### config.mk
export PLATFORM = sky130hd
export DESIGN_NAME = cplx_dot_engine
export DESIGN_NICKNAME = d
export VERILOG_FILES = /design/src/rtl/cplx_dot_pkg.sv /design/src/rtl/cplx_dot_engine_mult.sv /design/src/rtl/cplx_dot_engine.sv
export SDC_FILE = /design/constraint.sdc
export NUM_CORES = 1
export LEC_CHECK = 0
export BUFFER_PORTS_ARGS = -buffer_cell sky130_fd_sc_hd__buf_2
export CAP_MARGIN = 20
export CORE_UTILIZATION = 50
export DETAILED_ROUTE_END_ITERATION = 8
export GPL_ROUTABILITY_DRIVEN = 0
export PLACE_DENSITY = 0.79
export SYNTH_ARGS = -nofsm -noshare
export SYNTH_HDL_FRONTEND = slang
export SYNTH_SLANG_ARGS = --single-unit
### constraint.sdc
create_clock -name clk -period 4 [get_ports clk]
set_clock_uncertainty 0.2 [all_clocks]
set_input_delay 0.2 -clock clk [delete_from_list [all_inputs] [get_ports clk]]
set_output_delay 0.2 -clock clk [all_outputs]
set_load 0.02 [all_outputs]
### src/rtl/cplx_dot_pkg.sv
// Shared types and helpers for the streaming complex dot-product engine.
// Holds the FSM state encoding and the accumulator width rule.
package cplx_dot_pkg;

  localparam logic [1:0] ST_IDLE  = 2'd0;
  localparam logic [1:0] ST_RUN   = 2'd1;
  localparam logic [1:0] ST_FLUSH = 2'd2;
  localparam logic [1:0] ST_DONE  = 2'd3;

  typedef enum logic [1:0] {
    IDLE  = ST_IDLE,
    RUN   = ST_RUN,
    FLUSH = ST_FLUSH,
    DONE  = ST_DONE
  } state_t;

  // Wide enough for LEN worst-case products, including -2^(WIDTH-1) squared terms.
  function automatic int acc_width(input int width, input int len);
    return 2 * width + 1 + $clog2(len);
  endfunction

endpackage

### src/rtl/cplx_dot_engine_mult.sv
// One-stage registered signed complex multiplier with optional conjugation of b.
// Output components are 2*WIDTH+1 bits so the sum of two products never wraps.
module cplx_mult #(
  parameter int WIDTH = 8
) (
  input  logic                      clk,
  input  logic                      rst,
  input  logic                      en,
  input  logic                      conj,
  input  logic signed [WIDTH-1:0]   aReal,
  input  logic signed [WIDTH-1:0]   aImag,
  input  logic signed [WIDTH-1:0]   bReal,
  input  logic signed [WIDTH-1:0]   bImag,
  output logic signed [2*WIDTH:0]   pReal,
  output logic signed [2*WIDTH:0]   pImag
);

  localparam int PW = 2 * WIDTH + 1;

  logic signed [2*WIDTH-1:0] rr, ii, ri, ir;
  logic signed [PW-1:0]      sumReal, sumImag;

  assign rr = aReal * bReal;
  assign ii = aImag * bImag;
  assign ri = aReal * bImag;
  assign ir = aImag * bReal;

  // Conjugating b flips the sign of every term that involves bImag.
  always_comb begin
    sumReal = PW'(rr) - PW'(ii);
    sumImag = PW'(ri) + PW'(ir);
    if (conj) begin
      sumReal = PW'(rr) + PW'(ii);
      sumImag = PW'(ir) - PW'(ri);
    end
  end

  always_ff @(posedge clk or posedge rst) begin
    if (rst) begin
      pReal <= '0;
      pImag <= '0;
    end else if (en) begin
      pReal <= sumReal;
      pImag <= sumImag;
    end
  end

endmodule

### src/rtl/cplx_dot_engine.sv
// Streaming complex dot-product engine: FSM, element counter and accumulator
// around a single registered complex multiplier.
module cplx_dot_engine
  import cplx_dot_pkg::*;
#(
  parameter int WIDTH = 8,
  parameter int LEN   = 4,
  parameter int ACCW  = acc_width(WIDTH, LEN)
) (
  input  logic                     clk,
  input  logic                     rst,
  input  logic                     start,
  input  logic                     conj,
  input  logic                     in_valid,
  output logic                     in_ready,
  input  logic signed [WIDTH-1:0]  aReal,
  input  logic signed [WIDTH-1:0]  aImag,
  input  logic signed [WIDTH-1:0]  bReal,
  input  logic signed [WIDTH-1:0]  bImag,
  output logic                     busy,
  output logic                     done,
  output logic signed [ACCW-1:0]   resReal,
  output logic signed [ACCW-1:0]   resImag
);

  localparam int CW = (LEN > 1) ? $clog2(LEN) : 1;

  state_t state, nextState;

  logic [CW-1:0]           count;
  logic                    conjLat;
  logic                    prodValid;
  logic                    handshake;
  logic                    startOk;
  logic                    lastPair;
  logic signed [2*WIDTH:0] pReal, pImag;
  logic signed [ACCW-1:0]  accReal, accImag;

  assign startOk   = start && (state == IDLE || state == DONE);
  assign handshake = in_valid && (state == RUN);
  assign lastPair  = (count == CW'(LEN - 1));
  assign in_ready  = (state == RUN);
  assign busy      = (state == RUN) || (state == FLUSH);

  cplx_mult #(.WIDTH(WIDTH)) uMult (
    .clk   (clk),
    .rst   (rst),
    .en    (handshake),
    .conj  (conjLat),
    .aReal (aReal),
    .aImag (aImag),
    .bReal (bReal),
    .bImag (bImag),
    .pReal (pReal),
    .pImag (pImag)
  );

  always_ff @(posedge clk or posedge rst) begin
    if (rst) state <= IDLE;
    else     state <= nextState;
  end

  // FLUSH waits for the last registered product to drain into the accumulator.
  always_comb begin
    nextState = state;
    case (state)
      IDLE, DONE: if (startOk) nextState = RUN;
      RUN:        if (handshake && lastPair) nextState = FLUSH;
      FLUSH:      if (!prodValid) nextState = DONE;
      default:    nextState = IDLE;
    endcase
  end

  always_ff @(posedge clk or posedge rst) begin
    if (rst) begin
      count     <= '0;
      conjLat   <= 1'b0;
      prodValid <= 1'b0;
      accReal   <= '0;
      accImag   <= '0;
      done      <= 1'b0;
      resReal   <= '0;
      resImag   <= '0;
    end else begin
      done      <= 1'b0;
      prodValid <= handshake;
      if (startOk) begin
        count   <= '0;
        conjLat <= conj;
        accReal <= '0;
        accImag <= '0;
      end else if (prodValid) begin
        accReal <= accReal + ACCW'(pReal);
        accImag <= accImag + ACCW'(pImag);
      end
      if (handshake && !lastPair) count <= count + CW'(1);
      if (state == FLUSH && !prodValid) begin
        done    <= 1'b1;
        resReal <= accReal;
        resImag <= accImag;
      end
    end
  end

endmodule

==> results.sh, run 1 <==
export IMPL_tritoncts="yes"
export IMPL_gr_usage_all_layers_pct=25.5
export IMPL_postSynth_asyncResetShare_pct=100
export IMPL_yosysTopAreaCellShare_pct=24.9
export IMPL_pin_count=78
export IMPL_final_cell_mix="inv_1 (323), buf_4 (314), fa_1 (217)"
export IMPL_avgSynthCellArea_um2=9.02
export IMPL_worstPathRequired_ns=4.16
export IMPL_r2r_start="conjLat"
export IMPL_synth_area_leader_cell="fa_1"
export IMPL_synth_edf_count=0
export IMPL_crit_path_max_fanout=5
export IMPL_dpl_cell_area_mm2=0.0217
export IMPL_rr_worst_depth=14
export IMPL_final_antenna_net_count=0
export IMPL_overflow=0
export IMPL_use_met1_pct=30.4
export IMPL_synthTopCellsByArea="fa_1 (25%), dfrtp_1 (16%), ha_1 (13%), inv_1 (7.1%), and2_1 (5.5%)"
export IMPL_multi_input_area_mm2=0.0149
export IMPL_yosys_register_bits=117
export IMPL_worst_path_max_delay_cell="fa_1"
export IMPL_cp_num_buf_inv=5
export IMPL_vias_per_cell=5.38
export IMPL_violations="setup timing"
export IMPL_yosysWarningCount=0
export IMPL_status="finished, violations left"
export IMPL_tightest_slew_ns=0.933
export IMPL_hpwl_um=35500
export IMPL_drt_iter0_drc=786
export IMPL_ys_types=72
export IMPL_die_y_um=192
export IMPL_layout_cells_most_common="inv_1"
export IMPL_syn_area_mm2=0.0180
export IMPL_hold_slack_ns=0.0745
export IMPL_drive_above_1_share_pct=30.1
export IMPL_r2r_setup_slack_ns=0.46
export IMPL_hold_depth=4
export IMPL_die_area_mm2=0.0368
export IMPL_start_util_pct=50.8
export IMPL_clockBufferDepth=2
export IMPL_fillers=2466
export IMPL_hold_path_class="input pin to flip-flop"
export IMPL_fin_ws_ns=-1.72
export IMPL_grt_pass1_vias=16600
export IMPL_period_share_pct=143
export IMPL_setup_viol=22
export IMPL_seqCellArea_mm2=0.00293
export IMPL_met3_usage_pct=3.22
export IMPL_cap_violations=0
export IMPL_crit_path_max_incr_delay_ns=0.50
export IMPL_portBuffers=77
export IMPL_worstPathArrival_ns=5.88
export IMPL_ys_flop_type="dfrtp_1"
export IMPL_dpl_cell_count=2790
export IMPL_core_mm2=0.0355
export IMPL_fmax_mhz=175
export IMPL_rsz0062_at_grt="true"
export IMPL_path_common_cell="fa_1"
export IMPL_via_count=15400
export IMPL_slew_viol_final=0
export IMPL_clock_sinks=117
export IMPL_clk_pin_slew_worst_paths_ns=0.05
export IMPL_wire_per_inst_um=16.2
export IMPL_cts_max_level=4
export IMPL_antenna_found_initial=3
export IMPL_syn_nets=2448
export IMPL_end_kind="flip-flop"
export IMPL_relSlewSlack_pct=37.8
export IMPL_use_met2_pct=47.2
export IMPL_first_pass_iters=5
export IMPL_rows=69
export IMPL_fin_area_mm2=0.0237
export IMPL_path_class="input pin to flip-flop"
export IMPL_clk_latency_ns=0.43
export IMPL_die_w_um=192
export IMPL_cts_root_buf="clkbuf_16"
export IMPL_min_to="state[0]"
export IMPL_path_delay_family="adder cells"
export IMPL_yosysSeqAreaShare_pct=16.2
export IMPL_grt_pass1_wl_um=75900
export IMPL_fin_nets=2839
export IMPL_cts_buffers=17
export IMPL_stdcell_count=2864
export IMPL_syn2layout_area_growth_pct=31.3
export IMPL_finalHoldViolCount=0
export IMPL_min_from="in_valid"
export IMPL_grt_max_degree=72
export IMPL_drc=0
export IMPL_gr_max_usage_layer="met2"
export IMPL_fin_crit_ns=5.72
export IMPL_routed_wl_um=46300
export IMPL_r2r_end="uMult.pReal[15]"
export IMPL_synthCells=1997
export IMPL_start_kind="input pin"
## state kept, by name, indices dropped and copies added, names as in the netlist, 2 cells and up
signal and flops:
accImag 19, accReal 19, count 2, resImag 19, resReal 19, state 2, uMult.pImag 17, uMult.pReal 17
## cells by family (layout without fill, tap and decap cells)
family / Yosys count / count (layout) / share of synthesized area (%)
fa+ha+maj: 414 / 414 / 38.1
xor+xnor: 147 / 147 / 7.23
mux: 65 / 65 / 3.89
compound gates: 279 / 279 / 9.84
simple gates: 573 / 573 / 16.3
buf+inv: 402 / 806 / 8.38
other cells: 0 / 2 / 0
flops: 117 / 117 / 16.2
## synth_stat cells (all sizes together), types with 6 or more instances
cell and instances:
inv 343, fa 224, ha 190, and2 158
nand2 146, dfrtp 117, nor2 107, xnor2 106
o21ai 87, a21oi 74, clkbuf 51, xor2 41
mux2 40, nand2b 37, nor3 30, mux2i 25
a21o 24, nand3 19, nor2b 16, o21bai 14
or3 14, a211oi 13, a31oi 11, and3 8
buf 8, nand3b 7, nor4 7, o211ai 7
or2 7, a21boi 6, o31a 6, o41ai 6
## area by class of cell
class                           count  area share, %
Multi-Input combinational cell   1478           62.7
Timing Repair Buffer              431           14.4
Sequential cell                   117           12.4
Inverter                          343           5.45
Tap cell                          461           2.44
Clock buffer                       24           1.99
Clock inverter                      8          0.624
Antenna cell                        2         0.0211
## routing by layer
metal  up-vias  wire length (um)  share of wire (%)
met2       441             24400                 53
li1       7178                 -                  -
met1      7670             18600                 40
met4         2              1130                2.4
met3       103              2190                4.7
met5         -                13              0.028
## per-stage QoR
stage,setup TNS (ns),setup slack (ns),utilization (%)
after floorplan,-20.98,-1.91,-
after global placement,-32.93,-2.00,61.1
after detailed placement,-35.52,-2.28,61.1
after CTS,-22.93,-1.70,65.1
after global routing,-28.44,-1.91,66.7
final,-24.30,-1.72,66.7
## repair_timing
item / CTS / global route
setup endpoints to repair: 22 / 24
resized for setup: 130 / 102
hold buffers: 2 / 0
pin swaps: 76 / 80
setup buffers: 33 / 19
hold endpoints to repair: 70 / 0
gates cloned: 1 / 0
## worst reg2reg max path, cell delays in order, from the launching register on
cell	delay, ns
dfrtp_1	0.56
buf_4	0.33
nor2_1	0.10
xnor2_1	0.13
buf_4	0.15
ha_1	0.30
a21o_1	0.19
a21oi_1	0.30
o21ai_2	0.12
a21boi_1	0.19
buf_4	0.15
o211ai_1	0.09
a31oi_1	0.22
xor2_1	0.25
o21ai_1	0.12
## how the worst max path moves through the flow
stage | start | end | slack [ns] | cells past startpoint
floorplan | aImag[5] | uMult.pReal[16] | -1.91 | 28
global placement | aImag[7] | uMult.pReal[16] | -2.00 | 28
detailed placement | aImag[5] | uMult.pReal[16] | -2.28 | 28
CTS | aImag[6] | uMult.pReal[16] | -1.70 | 28
global route | bImag[1] | uMult.pImag[15] | -1.91 | 28
finish | aImag[5] | uMult.pReal[16] | -1.72 | 27
Power of run 1 is left out: the tool's default activity adds up to more than one toggle a clock period on the data nets, which glitch-free logic cannot reach.
==> run 2: changes to the inputs <==
--- a/config.mk
+++ b/config.mk
@@ -10,7 +10,7 @@
 export CORE_UTILIZATION = 50
 export DETAILED_ROUTE_END_ITERATION = 8
 export GPL_ROUTABILITY_DRIVEN = 0
-export PLACE_DENSITY = 0.79
+export PLACE_DENSITY = 0.65
 export SYNTH_ARGS = -nofsm -noshare
 export SYNTH_HDL_FRONTEND = slang
 export SYNTH_SLANG_ARGS = --single-unit
==> constraint.sdc (replaced) <==
create_clock -name clk -period 4 [get_ports clk]
set_clock_uncertainty 0.2 [all_clocks]
set_input_delay 0.2 -clock clk [delete_from_list [all_inputs] [get_ports clk]]
set_output_delay 0.2 -clock clk [all_outputs]
set_load 0.05 [all_outputs]
==> run 2 against run 1 <==
Net effect:
- the flow still finishes with violations (setup timing)
- sequential share of layout area increased by 0.14 points
- setup slack improved by 0.037 ns
- die area unchanged
- utilization is 0.75 points lower
- critical path type unchanged
- critical endpoint unchanged
- largest cell class unchanged
==> results.sh, run 2 (synthesized netlist as in run 1, its figures left out) <==
export IMPL_rr_worst_depth=13
export IMPL_crit_path_max_fanout=4
export IMPL_r2r_end="uMult.pImag[16]"
export IMPL_portBuffers=77
export IMPL_fin_ws_ns=-1.68
export IMPL_cts_max_level=4
export IMPL_post_route_util_pct=66.0
export IMPL_hold_depth=4
export IMPL_rows=69
export IMPL_die_area_mm2=0.0368
export IMPL_gr_usage_all_layers_pct=23.7
export IMPL_start_util_pct=50.8
export IMPL_worstPathArrival_ns=5.83
export IMPL_period_share_pct=142
export IMPL_clock_sinks=117
export IMPL_start_kind="input pin"
export IMPL_via_count=14600
export IMPL_relSlewSlack_pct=36.9
export IMPL_final_antenna_net_count=0
export IMPL_syn2layout_area_growth_pct=29.9
export IMPL_status="finished, violations left"
export IMPL_min_from="in_valid"
export IMPL_hold_path_class="input pin to flip-flop"
export IMPL_final_cell_mix="inv_1 (323), buf_4 (305), fa_1 (217)"
export IMPL_drc=0
export IMPL_hpwl_um=34900
export IMPL_worstPathRequired_ns=4.15
export IMPL_fmax_mhz=176
export IMPL_end_kind="flip-flop"
export IMPL_first_pass_iters=4
export IMPL_clk_latency_ns=0.42
export IMPL_layout_cells_most_common="inv_1"
export IMPL_violations="setup timing"
export IMPL_final_setup_tns_ns=-22.56
export IMPL_slew_viol_final=0
export IMPL_rsz0062_at_grt="true"
export IMPL_antenna_found_initial=3
export IMPL_fin_crit_ns=5.68
export IMPL_fin_nets=2825
export IMPL_drt_iter0_drc=530
export IMPL_core_mm2=0.0355
export IMPL_setup_viol=23
export IMPL_overflow=0
export IMPL_clk_pin_slew_worst_paths_ns=0.06
export IMPL_wire_per_inst_um=14.7
export IMPL_die_w_um=192
export IMPL_pin_count=78
export IMPL_finalHoldViolCount=0
export IMPL_cts_buffers=17
export IMPL_grt_pass1_vias=15200
export IMPL_path_class="input pin to flip-flop"
export IMPL_routed_wl_um=42000
export IMPL_vias_per_cell=5.14
export IMPL_cts_root_buf="clkbuf_16"
export IMPL_die_y_um=192
export IMPL_r2r_setup_slack_ns=0.54
export IMPL_drive_above_1_share_pct=29.3
export IMPL_tritoncts="yes"
export IMPL_tightest_slew_ns=0.947
export IMPL_min_to="state[0]"
export IMPL_grt_max_degree=74
export IMPL_grt_pass1_wl_um=70600
export IMPL_clockBufferDepth=2
export IMPL_cap_violations=0
export IMPL_r2r_start="conjLat"
run 2: cell count changes in the layout (fill, tap and decap cells not counted), moves of 5 or more:
cell,delta
o21ai_1,-6
nor2_4,-5
ha_4,-5
o21ai_0,+8
buf_4,-9
ha_1,+5
run 2: through the flow:
step / hold WS, ns / instances / area, um^2 / worst slack, ns
floorplan: 0.105 / 1997 / 18700 / -1.91
global placement: 0.217 / 2787 / 21600 / -2.01
detailed placement: 0.238 / 2787 / 21600 / -2.17
CTS: 0.0532 / 2834 / 22800 / -1.66
global route: 0.120 / 2848 / 23400 / -1.88
finish: 0.0675 / 2849 / 23400 / -1.68
run 2: worst max-delay path: stages:
cell and delay (ns):
buf_6 0.09, and2_4 0.16, fa_1 0.51, inv_1 0.06, fa_1 0.52, inv_2 0.04
fa_1 0.53, inv_1 0.05, fa_1 0.49, inv_2 0.05, ha_4 0.28, and3_4 0.17
a2bb2oi_2 0.05, and2b_1 0.18, xnor2_2 0.14, or3_4 0.35, nor3_4 0.13, nor2_1 0.07
xnor2_1 0.13, ha_1 0.33, and3_4 0.20, and3_4 0.17, o211ai_1 0.11, nand3_1 0.10
o211ai_1 0.11, xor2_1 0.18, or3_1 0.36, nand3_1 0.07
run 2: what timing repair did:
action	4_1_cts	5_1_grt
setup buffers	14	16
pin swaps	57	53
hold buffers	2	0
setup endpoints to repair	22	24
resized for setup	95	113
hold endpoints to repair	72	0
run 2: cell type report:
cell class                 count  area, um^2
clock inverter                12         133
tap                          461         577
inverter                     343        1290
sequential                   117        2930
clock buffer                  19         433
fill                        2823       12100
antenna                        2        5.00
multi-input combinational   1478       14800
timing repair buffer         417        3260
run 2: how the worst max path moves through the flow:
stage	start	end	slack, ns
after floorplan	aImag[5]	uMult.pReal[16]	-1.91
final	bImag[0]	uMult.pReal[16]	-1.68
after detailed placement	bImag[1]	uMult.pReal[16]	-2.17
after global placement	bImag[1]	uMult.pReal[16]	-2.01
after CTS	bImag[0]	uMult.pReal[16]	-1.66
after global routing	bImag[2]	uMult.pReal[16]	-1.88
run 2: layer usage:
metal  part of all wire, %  vias to the layer above  track usage, %
li1                      -                     7153               -
met1                    44                     7227            29.7
met2                    52                      204            43.4
met3                   3.0                       45            2.94
met4                   1.3                        2            4.98
met5                 0.029                        -               0
Power of run 2 is left out for the same reason.
